**config.mk**
```make
export PLATFORM = sky130hd
export DESIGN_NAME = instr_reader
export DESIGN_NICKNAME = d
export VERILOG_FILES = /design/src/rtl/instr_reader.sv
export SDC_FILE = /design/constraint.sdc
export NUM_CORES = 1
export LEC_CHECK = 0
export CAP_MARGIN = 10
export CORE_MARGIN = 8
export CORE_UTILIZATION = 23
export CTS_CLUSTER_DIAMETER = 50
export DETAILED_ROUTE_END_ITERATION = 10
export HOLD_SLACK_MARGIN = 0.05
export SETUP_SLACK_MARGIN = 0.15
export SLEW_MARGIN = 20
export SYNTH_ARGS = -nofsm -noshare
export SYNTH_HDL_FRONTEND = slang
export SYNTH_SLANG_ARGS = --single-unit
export TNS_END_PERCENT = 30
```
**constraint.sdc**
```tcl
create_clock -name clk -period 2.3 [get_ports clk]
set_clock_uncertainty 0.05 [all_clocks]
set_input_delay 0.575 -clock clk [delete_from_list [all_inputs] [get_ports clk]]
set_output_delay 0.575 -clock clk [all_outputs]
set_load 0.05 [all_outputs]
```
**src/rtl/instr_reader.sv**
```systemverilog
// instr_reader: streams a burst of instruction-register entries to a valid/ready consumer.
// Optional result checker is built only when INSTR_READER_CHECK_EN is defined.
package instr_reader_pkg;
    typedef logic [4:0] address_t;

    typedef struct packed {
        logic [3:0]         opc;
        logic signed [31:0] op_a;
        logic signed [31:0] op_b;
        logic signed [31:0] op_c;
        logic signed [63:0] result;
    } instruction_t;

    localparam logic [3:0] OP_ZERO  = 4'd0;
    localparam logic [3:0] OP_PASSA = 4'd1;
    localparam logic [3:0] OP_PASSB = 4'd2;
    localparam logic [3:0] OP_ADD   = 4'd3;
    localparam logic [3:0] OP_SUB   = 4'd4;
    localparam logic [3:0] OP_MULT  = 4'd5;
    localparam logic [3:0] OP_DIV   = 4'd6;
    localparam logic [3:0] OP_MOD   = 4'd7;
endpackage

module instr_reader
    import instr_reader_pkg::*;
(
    input  logic         clk,
    input  logic         reset_n,
    input  logic         start,
    input  logic [4:0]   first_addr,
    input  logic [5:0]   count,
    output address_t     read_pointer,
    input  instruction_t instruction_word,
    output logic         out_valid,
    input  logic         out_ready,
    output instruction_t out_instr,
    output address_t     out_index,
    output logic         busy,
    output logic         done,
    output logic         out_mismatch,
    output logic [7:0]   err_count
);
    // Handshake: an instruction moves on every rising edge where out_valid and
    // out_ready are both 1; out_instr/out_index hold steady while out_valid waits.
    typedef enum logic [1:0] {IDLE, FETCH, SEND, FIN} state_t;

    state_t     state, state_next;
    logic [5:0] remaining;
    logic       load, capture, xfer;

    always_ff @(posedge clk or negedge reset_n) begin
        if (!reset_n) begin
            state <= IDLE;
        end else begin
            state <= state_next;
        end
    end

    always_comb begin
        state_next = state;
        load       = 1'b0;
        capture    = 1'b0;
        xfer       = 1'b0;
        out_valid  = 1'b0;
        busy       = 1'b1;
        done       = 1'b0;
        case (state)
            IDLE: begin
                busy = 1'b0;
                if (start && (count != 6'd0)) begin
                    load       = 1'b1;
                    state_next = FETCH;
                end
            end
            FETCH: begin
                capture    = 1'b1;
                state_next = SEND;
            end
            SEND: begin
                out_valid = 1'b1;
                if (out_ready) begin
                    xfer       = 1'b1;
                    // remaining==1 means this transfer drains the burst.
                    state_next = (remaining == 6'd1) ? FIN : FETCH;
                end
            end
            FIN: begin
                done       = 1'b1;
                state_next = IDLE;
            end
            default: state_next = IDLE;
        endcase
    end

    always_ff @(posedge clk or negedge reset_n) begin
        if (!reset_n) begin
            read_pointer <= '0;
            remaining    <= '0;
            out_instr    <= '0;
            out_index    <= '0;
        end else begin
            if (load) begin
                read_pointer <= first_addr;
                remaining    <= count;
            end else if (xfer) begin
                remaining <= remaining - 6'd1;
                if (remaining != 6'd1) begin
                    read_pointer <= read_pointer + 5'd1;
                end
            end
            if (capture) begin
                out_instr <= instruction_word;
                out_index <= read_pointer;
            end
        end
    end

`ifdef INSTR_READER_CHECK_EN
    logic signed [63:0] chk_a, chk_b, chk_c, chk_expected;
    logic               chk_skip, chk_mismatch, mismatch_q;
    logic [7:0]         err_q;

    always_comb begin
        chk_a        = {{32{instruction_word.op_a[31]}}, instruction_word.op_a};
        chk_b        = {{32{instruction_word.op_b[31]}}, instruction_word.op_b};
        chk_c        = {{32{instruction_word.op_c[31]}}, instruction_word.op_c};
        chk_expected = '0;
        chk_skip     = 1'b0;
        case (instruction_word.opc)
            OP_ZERO:  chk_expected = '0;
            OP_PASSA: chk_expected = chk_a;
            OP_PASSB: chk_expected = chk_b;
            OP_ADD:   chk_expected = chk_a + chk_b + chk_c;
            OP_SUB:   chk_expected = chk_a - chk_b;
            OP_MULT:  chk_expected = chk_a * chk_b;
            OP_DIV: begin
                if (chk_b == 64'sd0) chk_skip = 1'b1;
                else                 chk_expected = chk_a / chk_b;
            end
            OP_MOD: begin
                if (chk_b == 64'sd0) chk_skip = 1'b1;
                else                 chk_expected = chk_a % chk_b;
            end
            default: chk_skip = 1'b1;
        endcase
        chk_mismatch = !chk_skip && (chk_expected != instruction_word.result);
    end

    // Verdict is latched alongside out_instr so it is valid for the whole SEND wait.
    always_ff @(posedge clk or negedge reset_n) begin
        if (!reset_n) begin
            mismatch_q <= 1'b0;
            err_q      <= '0;
        end else begin
            if (capture) begin
                mismatch_q <= chk_mismatch;
            end
            if (xfer && mismatch_q && (err_q != 8'hFF)) begin
                err_q <= err_q + 8'd1;
            end
        end
    end

    assign out_mismatch = mismatch_q;
    assign err_count    = err_q;
`else
    assign out_mismatch = 1'b0;
    assign err_count    = '0;
`endif

endmodule

```
==> metrics.txt <==
status=complete, no violations; Num CTS Buffers=17; clock-pin transition on the worst setup and hold timing paths=0.08 ns; DP Wirelength=16,700 µm; final setup violation count=0; ports placed on the boundary=365; wire length of the first global-routing pass=33,000 µm; IR Drop Worst-Case VDD=0.760 mV; share of the cycle needed by the critical path after routing=96.4%; critical path peak fanout=2; Sink Count=182; number of cells in the finished layout apart from fillers=1,232; Die Span X=191 µm; 1st-pass router iterations=4; via count of the first global-routing pass=5,492; placed instance count=1,200; Worst slew margin=62.7%; final-report hold violation count=0; Via-to-Cell Ratio=4.06; share of layout cells above drive strength 1=29.3%; CP Cell Sequence=clkdlybuf4s50_1; level count of the clock H-tree=4; Die Area=36,500 µm²; arrival time of data at the critical path endpoint=1.59 ns; highest-count cells in the layout ignoring fill and taps=clkdlybuf4s50_1 (258), dfrtp_1 (182), mux2_2 (169); post-layout net count=1,005; dominant delay contributor by cell family on the critical path=buffers and inverters; number of vias after detailed routing=5,004; Worst setup SP type=flop; pin slew with the least headroom to its limit=0.561 ns; Syn Inst Count=444; antenna violations before repair=0; leakage power=5.30 nW; Fmax achieved=451 MHz; initial cell density of the core=23.2%; average cell area after synthesis=15.9 µm²; CTS tree=done; Total Wirelength=21,900 µm; RD Place Congestion=0.749; biggest cell delay along the critical path=0.82 ns; DRC violation count after routing=0; most common library cell in the layout ignoring fill and taps=clkdlybuf4s50_1; proportion of netlist area held by the largest area contributor=64.7%; core area=30,300 µm²; global route overflow=0; worst hold margin=0.0487 ns; post-CTS repair timing setup buffer count=0; Ys Warns=0; buffers plus inverters on the worst setup path=1; number of violations reported at the end of detailed-routing iteration 0=107; Crit-path slowest cell=clkdlybuf4s50_1; number of diodes added for antenna fixing=0; overall routing resource usage=11.6%; worst hold path class=in -> async; number of buffers on the longest clock path=2; final worst slack=0.0818 ns; library cell occupying the most area in the post-synthesis netlist=dfrtp_1; number of nets with antenna violations after detailed routing=0; CTS root buf=clkbuf_16; number of distinct standard cells referenced by the synthesized netlist=37; max-cap viol count=0; routed wirelength normalized by instance count=17.8 µm; Area growth, synth to finish=68.0%; count of hold buffers inserted by post-cts repair=0; proportion of synthesized chip area in sequential cells=64.7%; required time at the worst-slack endpoint=1.67 ns; crit path time final=2.22 ns; cell types with the largest area share after synthesis=dfrtp_1 (65%), mux2_2 (27%), buf_4 (0.96%); clock latency reported for the late side of the worst-skew pair=0.42 ns; pre-CTS WS=-0.335 ns; synthesized cell area=7040 µm²; startpoint-to-endpoint class of the critical path=reg -> out; count of port buffers added during placement=355; maximum number of pins on one net before global-route repair=59; FP Rows=64; height of the die=191 µm; setup repair after global routing missed its margin=true; reg-to-reg setup timing slack=0.42 ns; power per cell area=1810 nW/µm²; Max Slew Vio Count=0; post-synthesis sequential element count=182; Setup crit end kind=output port
-- kinds of logic (layout without fill, tap and decap cells) --
family / Yosys count / in the layout / share of synthesized area, %
mux: 169 / 169 / 27.0
flops: 182 / 182 / 64.7
fa+ha+maj: 3 / 3 / 0.533
xor+xnor: 3 / 3 / 0.373
simple gates: 30 / 30 / 2.31
other cells: 1 / 9 / 0.0533
compound gates: 22 / 22 / 2.44
buf+inv: 34 / 418 / 2.56
-- layer usage --
metal	up-vias	global-route usage [%]	part of all wire, %
li1	2314	-	-
met3	11	5.98	13
met4	0	2.77	0.87
met1	2456	13.0	37
met5	-	0	0
met2	223	19.5	49
-- Yosys cell counts, drive strengths merged --
cell type    n
a211o        2
a21o         1
a21oi        1
a221o        4
a22o         3
a2bb2oi      1
a31oi        1
a32oi        1
and2         1
and3         3
and3b        1
buf         19
clkbuf      10
conb         1
dfrtp      182
ha           3
inv          5
mux2       169
nand2        4
nand2b       1
nand3        3
nand3b       1
nor2         9
nor2b        1
nor3         2
nor3b        2
o21ai        4
o221ai       1
o22ai        1
o31a         1
o31ai        1
or2          1
or4          1
xnor2        3
-- power by group --
| part | total (mW) | internal (mW) | switching (mW) |
|---|---|---|---|
| Combinational | 12.7 | 4.69 | 8.04 |
| Sequential | 5.72 | 4.87 | 0.852 |
| Clock | 2.93 | 1.51 | 1.43 |
| Total | 21.4 | 11.1 | 10.3 |
-- state kept, by name (all words and copies together) (netlist names) --
register and cells:
out_index 5, out_instr 164, read_pointer 5, remaining 6
state 2
-- per-stage QoR --
| step | instance area (µm²) | power, mW | setup TNS [ns] | utilization (%) |
|---|---|---|---|---|
| 2_1_floorplan | 7070 | 14.3 | 0 | - |
| 3_3_place_gp | 11200 | 18.9 | -1.97 | 37.0 |
| 3_5_place_dp | 11200 | 19.0 | -2.23 | 37.0 |
| 4_1_cts | 11700 | 21.8 | 0 | 38.7 |
| 5_1_grt | 11800 | 22.4 | 0 | 39.0 |
| 6_report | 11800 | 21.4 | 0 | 39.0 |
-- final cells by class --
class	count	area (µm²)
fill	2938	18500
clock buffer	19	453
multi-input combinational	236	2340
inverter	5	18.8
clock inverter	13	130
tap	396	495
sequential	182	4550
timing repair buffer	381	3830
-- path summary, 6_finish.rpt --
kind / cells past startpoint / start / to
max: 1 / out_instr[86] / out_instr[86]
min: 1 / reset_n / out_instr[88]
max reg2reg: 6 / state[1] / remaining[4]
min reg2reg: 1 / out_instr[74] / out_instr[74]
max in group asynchronous: 2 / reset_n / out_instr[37]
min in group clk: 1 / out_instr[74] / out_instr[74]
-- timing repair --
item / 4_1_cts / 5_1_grt
gates cloned: 0 / 0
endpoints found under the setup margin: 166 / 122
resized for setup: 49 / 37
No activity file was read; power rests on OpenSTA's default activity.
